--- src/rtl/queue_reducer.sv ---
// Purpose: pops a programmable-length group of words from the word queue and reduces them to sum/min/max.
// Latency: start accepted at E0, words accepted at E1..EN, result valid the cycle after EN.
// Backpressure: the result is held in OUTPUT until out_ready, with no pops meanwhile.
// Build option: define QUEUE_REDUCER_SAT_EN to saturate out_sum on overflow (default wraps).
module queue_reducer #(
    parameter int DATA_WIDTH = 16,
    parameter int SUM_WIDTH  = 24
) (
    input  logic                  clk,
    input  logic                  rst_n,
    input  logic                  start,
    input  logic [7:0]            group_len,
    input  logic                  q_empty,
    input  logic [DATA_WIDTH-1:0] q_data,
    output logic                  q_deq_ready,
    output logic                  busy,
    output logic                  out_valid,
    input  logic                  out_ready,
    output logic [SUM_WIDTH-1:0]  out_sum,
    output logic [DATA_WIDTH-1:0] out_min,
    output logic [DATA_WIDTH-1:0] out_max,
    output logic                  out_ovf
);

    typedef enum logic [1:0] {
        S_IDLE    = 2'd0,
        S_COLLECT = 2'd1,
        S_OUTPUT  = 2'd2
    } state_t;

    state_t                 state;
    state_t                 state_nxt;
    logic [8:0]             remaining;
    logic                   first_word;
    logic                   accept;
    logic                   start_acc;
    logic [SUM_WIDTH-1:0]   data_ext;
    logic [SUM_WIDTH:0]     sum_wide;
    logic [SUM_WIDTH-1:0]   sum_nxt;

    // A word is taken whenever we are collecting and the queue head is valid.
    assign accept    = (state == S_COLLECT) && !q_empty;
    assign start_acc = (state == S_IDLE) && start;

    // Unsigned head word widened to the accumulator width; the extra bit captures the carry.
    assign data_ext = SUM_WIDTH'(q_data);
    assign sum_wide = {1'b0, out_sum} + {1'b0, data_ext};

`ifdef QUEUE_REDUCER_SAT_EN
    // Once pinned at all-ones, any further add either carries or adds zero, so it stays pinned.
    assign sum_nxt = sum_wide[SUM_WIDTH] ? {SUM_WIDTH{1'b1}} : sum_wide[SUM_WIDTH-1:0];
`else
    // Modulo arithmetic: drop the carry.
    assign sum_nxt = sum_wide[SUM_WIDTH-1:0];
`endif

    // State register.
    always_ff @(posedge clk or negedge rst_n) begin
        if (!rst_n) begin
            state <= S_IDLE;
        end else begin
            state <= state_nxt;
        end
    end

    // Next-state decode; the last accepted word of the group moves straight to OUTPUT.
    always_comb begin
        state_nxt = state;
        case (state)
            S_IDLE:    if (start) state_nxt = S_COLLECT;
            S_COLLECT: if (accept && (remaining == 9'd1)) state_nxt = S_OUTPUT;
            S_OUTPUT:  if (out_ready) state_nxt = S_IDLE;
            default:   state_nxt = S_IDLE;
        endcase
    end

    // Control outputs decoded purely from the state register (no input-to-output paths).
    always_comb begin
        q_deq_ready = 1'b0;
        busy        = 1'b0;
        out_valid   = 1'b0;
        case (state)
            S_COLLECT: begin
                q_deq_ready = 1'b1;
                busy        = 1'b1;
            end
            S_OUTPUT: begin
                out_valid   = 1'b1;
                busy        = 1'b1;
            end
            default: begin
                q_deq_ready = 1'b0;
                busy        = 1'b0;
                out_valid   = 1'b0;
            end
        endcase
    end

    // Group datapath: clear on start, fold each accepted word into sum/min/max, count down.
    always_ff @(posedge clk or negedge rst_n) begin
        if (!rst_n) begin
            remaining  <= 9'd0;
            first_word <= 1'b0;
            out_sum    <= '0;
            out_min    <= '0;
            out_max    <= '0;
            out_ovf    <= 1'b0;
        end else if (start_acc) begin
            remaining  <= (group_len == 8'd0) ? 9'd256 : {1'b0, group_len};
            first_word <= 1'b1;
            out_sum    <= '0;
            out_min    <= '0;
            out_max    <= '0;
            out_ovf    <= 1'b0;
        end else if (accept) begin
            remaining  <= remaining - 9'd1;
            first_word <= 1'b0;
            out_sum    <= sum_nxt;
            out_ovf    <= out_ovf | sum_wide[SUM_WIDTH];
            if (first_word || (q_data < out_min)) begin
                out_min <= q_data;
            end
            if (first_word || (q_data > out_max)) begin
                out_max <= q_data;
            end
        end
    end

endmodule

--- config.mk ---
export PLATFORM = sky130hd
export DESIGN_NAME = queue_reducer
export DESIGN_NICKNAME = d
export VERILOG_FILES = /design/src/rtl/queue_reducer.sv
export SDC_FILE = /design/constraint.sdc
export NUM_CORES = 1
export LEC_CHECK = 0
export CAP_MARGIN = 0
export CELL_PAD_IN_SITES_DETAIL_PLACEMENT = 0
export CELL_PAD_IN_SITES_GLOBAL_PLACEMENT = 1
export CORE_MARGIN = 4
export CORE_UTILIZATION = 37
export CTS_BUF_LIST = sky130_fd_sc_hd__clkbuf_16
export DETAILED_ROUTE_END_ITERATION = 12
export MAX_ROUTING_LAYER = met4
export PLACE_DENSITY = 0.88
export SYNTH_ARGS = -nofsm -noshare
export SYNTH_HDL_FRONTEND = slang
export SYNTH_SLANG_ARGS = --single-unit
--- constraint.sdc ---
create_clock -name clk -period 2.2 [get_ports clk]
set_clock_uncertainty 0.2 [all_clocks]
set_input_delay 0.44 -clock clk [delete_from_list [all_inputs] [get_ports clk]]
set_output_delay 0.44 -clock clk [all_outputs]
set_load 0.02 [all_outputs]
======== After elaboration in Yosys (flattened, before gate mapping) ========
Cells that the tools add are included.
Widths: inputs -> output; s select.
word-level totals
  flip-flop bits (word level) ............. 69
  input port bits ......................... 29
  logic and storage cells ................. 55
  output and inout port bits .............. 60
cells by class
  equality and inequality tests ........... 6
  bitwise logic cells ..................... 1
  muxes and demuxes ....................... 22
  reduce and logical (&&, ||, !) cells .... 15
  add/subtract/negate cells ............... 2
  order comparisons ....................... 2
operators by type and width
  cell                 number
  $mux 16              6
  $mux 24              2
  $mux 9               3
  $add 24x16->25       1
  $gt 16x16->1         1
  $lt 16x16->1         1
  $eq 9x1->1 const B   1
  $sub 9x1->9 const B  1
  $logic_not 8->1      1
  $mux 1               7
  $mux 2               3
  $pmux 2 s3           1
  $reduce_bool 2->1    3
  $ne 2x2->1 const B   2
  $reduce_and 2->1     2
  $logic_and 1x1->1    3
  $reduce_and 3->1     1
  $eq 2x1->1 const B   1
  $eq 2x2->1 const B   1
  $logic_not 2->1      1
  $logic_or 1x1->1     2
  $ne 2x1->1 const B   1
  $reduce_or 2->1      1
  $logic_not 1->1      1
  $or 1x1->1           1

======== Longest topological paths before layout ========
Gate-level depths: netlist (run 1).
  depth in word-level cells ............... 5
  depth in mapped cells ................... 9
  gate-level depth less buffers ........... 9

======== Worst setup path before layout (run 1) ========
No wires, ideal clock.
  path kind ............................... reg2reg
  start point ............................. register out_sum[0]
  end point ............................... register out_sum[22]
  data arrival time ....................... 2.347 ns
  data required time ...................... 1.922 ns
  period minus slack after synthesis ...... 2.625 ns
  slack ................................... -0.425 ns
  setup time .............................. 0.078 ns
  cell stages (with the launch flop) ...... 10
  buffers on the path ..................... 0
  path through ............................ dfrtp_1 -> ha_1 -> inv_1 -> fa_1 -> nand2b_1 -> a21oi_1 -> o31ai_2 -> nor3b_1 -> or4_1 -> a21oi_1
on the way
  longest elaborated chain between the ends .. 3
RTL lines
  what                    RTL line  text
  from (decl)             19        output logic [SUM_WIDTH-1:0] out_sum,
  from (signal assigned)  118       out_sum <= sum_nxt;
  $add 24x16->25          47        assign sum_wide = {1'b0, out_sum} + {1'b0, data_ext};
  $mux 24                 115       end else if (accept) begin
  $mux 24                 108       end else if (start_acc) begin
No other way between the ends. The select of a mux whose other input is x is not followed.
A chain may end at the register's enable or synchronous reset.

======== Worst setup path after layout (run 1) ========
  start point ............................. input port q_empty
  end point ............................... register out_min[5]
on the way
  longest elaborated chain between the ends .. 4
RTL lines
  what                         RTL line  text
  from (decl)                  13        input logic q_empty,
  $logic_not 1->1              42        assign accept = (state == S_COLLECT) && !q_empty;
  $logic_and 1x1->1            42
  $reduce_bool 2->1 (no line)  n/a
  $reduce_and 2->1 (no line)   n/a
  to (signal assigned)         121       out_min <= q_data;
  to (decl)                    20        output logic [DATA_WIDTH-1:0] out_min,
No other way between the ends.

==> results.toml, run 1 <==
[setup_path]
crit_path_start_kind = "input port"
cpPeakStageDelay_ps = 480
arrival_ps = 2540
cp.buffers_inverters = 5
cp_cell_sequence = "clkdlybuf4s50_1 > and2b_2 > buf_4 > buf_4 > a221oi_2 > a311oi_4 > buf_4 > buf_16 > mux2_4"
crit_path_end_kind = "register"
setup.worst_path.class = "in2reg"
crit_family = "buffers and inverters"
path_max_fanout = 5
critPathSlowestCell = "clkdlybuf4s50_1"
cp.required_ps = 2220
critPathLaunch = "q_empty"
r2r-start = "state[0]$_DFFE_PN0P_"
cp_common_cell = "buf_4"

[drt]
drt-wirelength-per-cell_um = 17.5
wl_um = 16100
viasPerCell = 5.27
vias = 4842
drt-pass1-iter-count = 6
ant_nets = 0
drt_iter0_drc = 290
drcViolationCount = 0

[placed_design]
post-dp-hpwl_um = 11000
placed_area_um2 = 7060
gp_congestion = 0.851
dp_slack_ps = -868
io_buffers = 88

[global_routing]
grt_overflow = 0
grt_max_degree = 40
grt_antenna_before_repair = 0
first_global_vias = 4950
grt_pass1_wl_um = 24800
grt.total_usage = 0.219

[clock_network]
cts_max_level = 3
clk_path_buf_depth = 2
cts-root-buf = "clkbuf_16"
cts_tree = "built"
clock_sinks = 69
clkLatencyLatePin_ps = 340
cts_made_buffers = 9
cts.reportedPaths.clkPinSlew_ps = 60

[finish]
area_growth_pct = 69.8
drive_gt1_frac = 0.431
num-nets-final = 825
fillers = 990
design_area_um2 = 8160
layout_common_cells = "buf_4, clkdlybuf4s50_1, dfrtp_1, nand2_1, inv_1"
final_common_cell = "buf_4"
antenna_cells = 0

[logic_synthesis]
seq_area_frac_synth = 0.359
ys_types = 64
ys.flop_type = "dfrtp_1"
syn_inst = 509
ys_seq_elements = 69
syn_area_per_cell_um2 = 9.44
yosys_warnings = 0
mappedNetlistArea_um2 = 4800
synth_edf_count = 0
syn_nets = 592
async_flop_share = 1.00

[floorplan]
io_pins = 89
die_h_um = 122
dieArea_um2 = 14900
core_area_um2 = 12700
start_util = 0.379
num_rows = 41
die_w_um = 122

[hold_path]
hold_path_class = "in2async"

[outcome]
failed_checks = "negative setup slack"
status = "complete, but fails checks"

[timing]
slew_headroom = 0.715
min_period_ps = 2530
hold_viol_final = 0
hold_slack_ps = 257
max_freq_mhz = 395
setup_ws_ps = -329
final.period_utilization = 1.15
setup_viol = 46
slew_viol_final = 0
rsz0062_at_grt = "true"
worst_pin_slew_ps = 426

[power_and_ir_drop]
power_mw = 11.2
power_density_nw_per_um2 = 1370
p_leak_nw = 3.62
ir_drop_mv = 0.537

[job]
max-cap-violations = 0
-- cells by family (layout without fill, tap and decap cells) --
| family | Yosys count | in the layout | synth area share |
|---|---|---|---|
| AOI/OAI and AO/OA | 146 | 146 | 0.210 |
| xor gates and xnor gates | 14 | 14 | 0.0255 |
| adders and majority gates | 54 | 54 | 0.142 |
| buffers and inverters | 61 | 299 | 0.0521 |
| DFF | 69 | 69 | 0.359 |
| muxes | 18 | 18 | 0.0498 |
| and+or+nand+nor | 147 | 147 | 0.161 |
-- worst register-to-register path: cells and delay by family (launching register included) --
kind                     cells  cell delay, ps
AO/OA/AOI/OAI                2             480
adder cells (fa/ha/maj)      1             170
buffers and inverters        4             590
flip-flops                   1             440
multiplexers                 1             290
AND/OR/NAND/NOR              1             220
-- per-stage QoR --
step           cells  TNS [ps]  utilization
6_report         919     -8170        0.644
5_1_grt          919    -11070        0.644
3_5_place_dp     873    -41010        0.557
4_1_cts          908     -7910        0.616
2_1_floorplan    509     -4980            -
3_3_place_gp     873    -37730        0.557
-- what timing repair did --
action / 4_1_cts / 5_1_grt
gates cloned: 2 / 0
gates resized for setup: 100 / 65
hold endpoints to repair: 69 / 0
pin swaps: 62 / 45
setup endpoints to repair: 56 / 56
hold buffers: 1 / 0
setup buffers: 16 / 14
-- cells in the mapped netlist (5+ instances only) --
cell / number / area share
nand2_1: 45 / 0.035
dfrtp_1: 69 / 0.36
buf_2: 5 / 0.0052
nor4_1: 6 / 0.0078
or3_1: 6 / 0.0078
nor2_1: 20 / 0.016
nand3_1: 12 / 0.013
o21ai_1: 5 / 0.0052
clkbuf_1: 9 / 0.0070
a21o_1: 15 / 0.023
mux2_2: 7 / 0.016
o21ai_0: 26 / 0.027
mux2_4: 10 / 0.031
a22o_1: 16 / 0.029
and2_1: 16 / 0.021
ha_1: 53 / 0.14
xnor2_1: 10 / 0.018
nor3_1: 6 / 0.0063
a21oi_1: 47 / 0.049
inv_1: 44 / 0.034
nand4_1: 7 / 0.0091
nand2b_1: 6 / 0.0078
nor2b_1: 5 / 0.0065
-- final cells by class --
type                            count  area (µm²)  area share
Tap cell                          172         215      0.0264
Multi-Input combinational cell    379        3570       0.438
Timing Repair Buffer              239        2140       0.263
Clock inverter                      7        81.3     0.00997
Sequential cell                    69        1750       0.215
Inverter                           44         165      0.0203
Clock buffer                        9         225      0.0276
-- final timing paths --
kind                            slack [ps]                      to  depth (start not counted)
worst max-delay path                  -330  out_min[5]$_DFFE_PN0P_                          9
worst min-delay path                   260    state[0]$_DFFE_PN0P_                          2
worst max register to register        -310  out_min[5]$_DFFE_PN0P_                          9
worst min register to register         290     out_ovf$_DFFE_PN0P_                          1
max in group asynchronous             1060  out_min[5]$_DFFE_PN0P_                          3
min in group clk                       290     out_ovf$_DFFE_PN0P_                          1
-- where the power goes --
| group | leakage (nW) | switching, mW | internal (mW) | total [mW] |
|---|---|---|---|---|
| sequential | 0.863 | 0.432 | 1.78 | 2.21 |
| clock | 0.155 | 0.563 | 0.977 | 1.54 |
| combinational | 2.60 | 3.50 | 3.93 | 7.43 |
| total | 3.62 | 4.50 | 6.69 | 11.2 |
-- per-layer routing --
layer / global-route usage / vias to the layer above / share of wire
met5: - / - / 0
met3: 0.0432 / 24 / 0.054
met2: 0.375 / 135 / 0.50
met1: 0.268 / 2387 / 0.43
li1: - / 2296 / -
met4: 0.0518 / 0 / 0.014
-- registers in the layout, indices dropped and copies added, names as in the netlist --
name        cells
out_ovf         1
first_word      1
remaining       9
out_max        16
out_min        16
out_sum        24
state           2
Power figures use the tool's default switching activity.
==> inputs of run 2 (changes only) <==
CORE_UTILIZATION = 44   (was 37)
DONT_BUFFER_PORTS = 1   (was default)
GPL_TIMING_DRIVEN = 0   (was default)
PLACE_DENSITY = 0.86   (was 0.88)
==> results.toml, run 2 (same netlist as run 1, synthesis figures left out) <==
[outcome]
status = "complete, but fails checks"
failed_checks = "negative hold slack, negative setup slack"

[clock_network]
clock_sinks = 69
clk_path_buf_depth = 2
cts_tree = "built"
cts.reportedPaths.clkPinSlew_ps = 60
cts_max_level = 3
cts-root-buf = "clkbuf_16"
clkLatencyLatePin_ps = 340
cts_made_buffers = 9

[power_and_ir_drop]
combPwrFrac = 0.533
p_leak_nw = 2.68
seqPwrFrac = 0.312
ir_drop_mv = 0.670
switching_share = 0.441
p_clk_frac = 0.156
p_int_mw = 5.13
power_density_nw_per_um2 = 1430
switchingPower_mw = 4.05

[timing]
setup_viol = 47
slew_headroom = 0.604
hold_slack_ps = -410
hold_viol_final = 69
final.period_utilization = 1.14
setup_ws_ps = -317
min_period_ps = 2520
max_freq_mhz = 397
worst_pin_slew_ps = 593
slew_viol_final = 0
rsz0062_at_grt = "true"

[floorplan]
dieArea_um2 = 12700
io_pins = 89
start_util = 0.459
die_w_um = 112
num_rows = 37
core_area_um2 = 10500
die_h_um = 112

[finish]
area_growth_pct = 33.4
largest_register_ffs = 24
top_register = "out_sum"
final_core_util = 0.613
top_regs = "out_sum: 24 flops, out_max: 16 flops, out_min: 16 flops"
antenna_cells = 0
fillers = 853
num-nets-final = 635
drive_gt1_frac = 0.402
layout_common_cells = "nand2_1, dfrtp_1, dfrtp_2, inv_1"
final_common_cell = "nand2_1"

[global_routing]
grt.total_usage = 0.220
grt_pass1_wl_um = 21800
grt_overflow = 0
grt_antenna_before_repair = 0
grt_max_degree = 70
first_global_vias = 4156

[setup_path]
crit_path_start_kind = "register"
critPathSlowestCell = "dfrtp_2"
cp.required_ps = 2210
r2r_slack_ps = -320
cp_cell_sequence = "inv_2 > ha_4 > and4_4 > a211oi_2 > a221oi_2 > a311oi_4 > buf_4 > clkbuf_16 > mux2_4"
path_max_fanout = 5
cpPeakStageDelay_ps = 470
crit_path_end_kind = "register"
setup.worst_path.class = "reg2reg"
cp.buffers_inverters = 3
arrival_ps = 2530
crit_family = "compound AO/OA/AOI/OAI gates"

[drt]
wl_um = 13800
drt-pass1-iter-count = 5
viasPerCell = 5.96
vias = 4128
drt_iter0_drc = 324
drcViolationCount = 0
drt-wirelength-per-cell_um = 20.0
ant_nets = 0

[placed_design]
gp_congestion = 0.851
io_buffers = 0
post-dp-hpwl_um = 9480
dp_slack_ps = -681

[job]
max-cap-violations = 0

[hold_path]
hold_path_class = "in2async"
## run 2: cell count changes in the layout (fill, tap and decap cells not counted), moves of 4 or more
cell / delta
dlygate4sd2_1: -4
buf_12: -5
buf_4: -105
clkdlybuf4s15_2: -4
dfrtp_2: +12
clkdlybuf4s50_1: -65
dfrtp_1: -12
inv_1: -4
inv_2: +5
## run 2: power groups by stage
stage                     combinational [mW]  sequential [mW]  clock (mW)
after global placement                  3.59             2.81           0
after global routing                    5.34             2.94        1.52
after detailed placement                3.68             2.83           0
after floorplan                         3.02             2.63           0
after CTS                               4.42             2.85        1.46
final                                   4.89             2.86        1.43
## run 2: what timing repair did
action,CTS,global route
cloned,1,1
endpoints found under the setup margin,64,67
hold endpoints to repair,69,69
setup buffers,17,17
gates resized for setup,76,69
pin swaps,51,25
## run 2: layer usage
layer | vias to the layer above | GRT usage | wire, µm
met5 | - | - | 0
met4 | 0 | 0.0649 | 203
met1 | 2046 | 0.265 | 5760
li1 | 1923 | - | -
met3 | 25 | 0.0609 | 944
met2 | 134 | 0.362 | 6920
## run 2: metrics by stage
stage,power (mW),instance area [µm²],std cells,hold WS [ps],setup TNS [ps]
after floorplan,5.66,5100,509,-55.6,-4980
after global placement,6.39,5270,645,-53.5,-18190
after detailed placement,6.51,5270,645,-53.9,-19610
after CTS,8.72,6060,679,-414,-10200
after global routing,9.80,6410,693,-422,-13100
final,9.18,6410,693,-410,-9490
## run 2: cell type report
cell class | count | area (µm²) | share of cell area
multi-input cells | 379 | 3600 | 0.562
flip-flops and latches | 69 | 1770 | 0.276
repair buffers | 34 | 318 | 0.0496
clock buffers | 9 | 225 | 0.0351
well taps | 136 | 170 | 0.0265
inverters | 44 | 165 | 0.0258
plain buffers | 15 | 105 | 0.0164
clock inverters | 7 | 60.1 | 0.00937
## run 2: path summary, 6_finish.rpt
kind | cells past startpoint | startpoint | end
max in group asynchronous | 0 | rst_n | out_sum[1]$_DFFE_PN0P_
min | 0 | rst_n | out_min[9]$_DFFE_PN0P_
min in group clk | 2 | group_len[6] | remaining[6]$_DFFE_PN0P_
max | 9 | out_min[14]$_DFFE_PN0P_ | out_min[6]$_DFFE_PN0P_
min reg2reg | 2 | remaining[1]$_DFFE_PN0P_ | remaining[1]$_DFFE_PN0P_
max reg2reg | 9 | out_min[14]$_DFFE_PN0P_ | out_min[6]$_DFFE_PN0P_
## run 2: worst register-to-register path, stage by stage, from the launching register on
cell and delay [ps]:
dfrtp_2 470, inv_2 90, ha_4 200, and4_4 200, a211oi_2 240, a221oi_2 110, a311oi_4 270, buf_4 180
clkbuf_16 150, mux2_4 290
==> inputs of run 3 (changes only) <==
CORE_ASPECT_RATIO = 0.9   (was default)
==> results.toml, run 3 (same netlist as run 1, synthesis figures left out) <==
[hold_path]
hold_path_class = "in2async"

[timing]
tns_ps = -11220
hold_slack_ps = -403
final.period_utilization = 1.16
slew_headroom = 0.661
setup_ws_ps = -350
worst_pin_slew_ps = 508
rsz0062_at_grt = "true"
setup_viol = 51
min_period_ps = 2550
slew_viol_final = 0
hold_viol_final = 69
max_freq_mhz = 392

[outcome]
failed_checks = "negative hold slack, negative setup slack"
status = "complete, but fails checks"

[floorplan]
die_w_um = 118
dieArea_um2 = 12700
io_pins = 89
die_h_um = 107
core_area_um2 = 10500
num_rows = 35
start_util = 0.459

[clock_network]
cts-root-buf = "clkbuf_16"
cts_tree = "built"
cts.reportedPaths.clkPinSlew_ps = 60
cts_made_buffers = 9
cts_max_level = 3
clock_sinks = 69
clkLatencyLatePin_ps = 340
clk_path_buf_depth = 2

[finish]
drive_gt1_frac = 0.390
fillers = 842
layout_common_cells = "nand2_1, dfrtp_1, inv_1, dfrtp_2, a21oi_1"
design_area_um2 = 6370
largest_register_ffs = 24
antenna_cells = 0
top_register = "out_sum"
area_growth_pct = 32.6
num-nets-final = 637
final_common_cell = "nand2_1"
top_regs = "out_sum: 24 flops, out_max: 16 flops, out_min: 16 flops"

[drt]
vias = 4104
drt_iter0_drc = 248
drt-wirelength-per-cell_um = 20.5
ant_nets = 0
viasPerCell = 5.97
wl_um = 14100
drt-pass1-iter-count = 6
drcViolationCount = 0

[setup_path]
reg2reg_to = "out_min[10]$_DFFE_PN0P_"
critPathLaunch = "out_min[11]$_DFFE_PN0P_"
reg2regPathDepth = 10
setup.worst_path.class = "reg2reg"
cp.required_ps = 2220
arrival_ps = 2570
critPathSlowestCell = "dfrtp_2"
crit_path_start_kind = "register"
crit_path_end_kind = "register"
cpPeakStageDelay_ps = 470
r2r_slack_ps = -350
cp-endpoint = "out_min[10]$_DFFE_PN0P_"
cp_cell_sequence = "inv_2 > ha_4 > a21oi_4 > o21ai_2 > a211oi_2 > a221oi_2 > a311oi_4 > buf_4 > buf_8 > mux2_4"
r2r-start = "out_min[11]$_DFFE_PN0P_"
path_max_fanout = 5

[placed_design]
post-dp-hpwl_um = 9700
gp_congestion = 0.885
placed_area_um2 = 5260
dp_slack_ps = -637
io_buffers = 0

[job]
max-cap-violations = 0

[global_routing]
grt.total_usage = 0.230
first_global_vias = 4213
grt_antenna_before_repair = 0
grt_max_degree = 70
grt_overflow = 0
grt_pass1_wl_um = 22400

[power_and_ir_drop]
power_mw = 9.19
power_density_nw_per_um2 = 1440
ir_drop_mv = 0.850
p_leak_nw = 2.68
[run 3: per-layer routing]
metal,vias up,share of wire,GRT usage
li1,1926,-,-
met1,2008,0.42,0.278
met2,146,0.48,0.369
met3,24,0.081,0.0744
met4,0,0.018,0.0711
met5,-,0,-
[run 3: layout make-up]
| type | count | area [µm²] | area share |
|---|---|---|---|
| clock buffer | 9 | 225 | 0.0354 |
| sequential | 69 | 1770 | 0.277 |
| inverter | 44 | 165 | 0.0259 |
| multi-input combinational | 379 | 3560 | 0.560 |
| buffer | 15 | 96.3 | 0.0151 |
| timing repair buffer | 36 | 335 | 0.0527 |
| tap | 129 | 161 | 0.0253 |
| clock inverter | 7 | 53.8 | 0.00845 |
[run 3: worst max-delay path: cells and delay by family, from the launching register on]
kind / cells / cell delay [ps]
DFF: 1 / 470
muxes: 1 / 300
adders and majority gates: 1 / 220
AOI/OAI and AO/OA: 5 / 810
buffers and inverters: 3 / 420
[run 3: where the power goes]
| part | switching [mW] | internal (mW) | total, mW |
|---|---|---|---|
| clock network | 0.538 | 0.855 | 1.39 |
| registers | 1.09 | 1.80 | 2.88 |
| logic | 2.46 | 2.46 | 4.92 |
| total | 4.08 | 5.11 | 9.19 |
[run 3: what timing repair did]
| action | CTS | global route |
|---|---|---|
| endpoints found under the setup margin | 64 | 63 |
| hold endpoints to repair | 69 | 69 |
| resized for setup | 81 | 53 |
| pin swaps | 57 | 39 |
| buffers inserted | 26 | 8 |
| cloned | 3 | 0 |
[run 3: worst min-delay path by stage]
stage,slack [ps],end,from
2_1_floorplan,-60,first_word$_DFFE_PN0P_,rst_n
3_3_place_gp,-50,out_max[13]$_DFFE_PN0P_,rst_n
3_5_place_dp,-50,out_max[13]$_DFFE_PN0P_,rst_n
4_1_cts,-410,out_min[15]$_DFFE_PN0P_,rst_n
5_1_grt,-420,out_max[8]$_DFFE_PN0P_,rst_n
6_report,-400,out_max[8]$_DFFE_PN0P_,rst_n
[run 3: per-stage QoR]
step                       util  cells  hold slack, ps
after CTS                 0.585    681            -414
final                     0.608    688            -403
after global routing      0.608    688            -418
after detailed placement  0.503    638           -52.8
after floorplan               -    509           -55.6
after global placement    0.503    638           -52.1
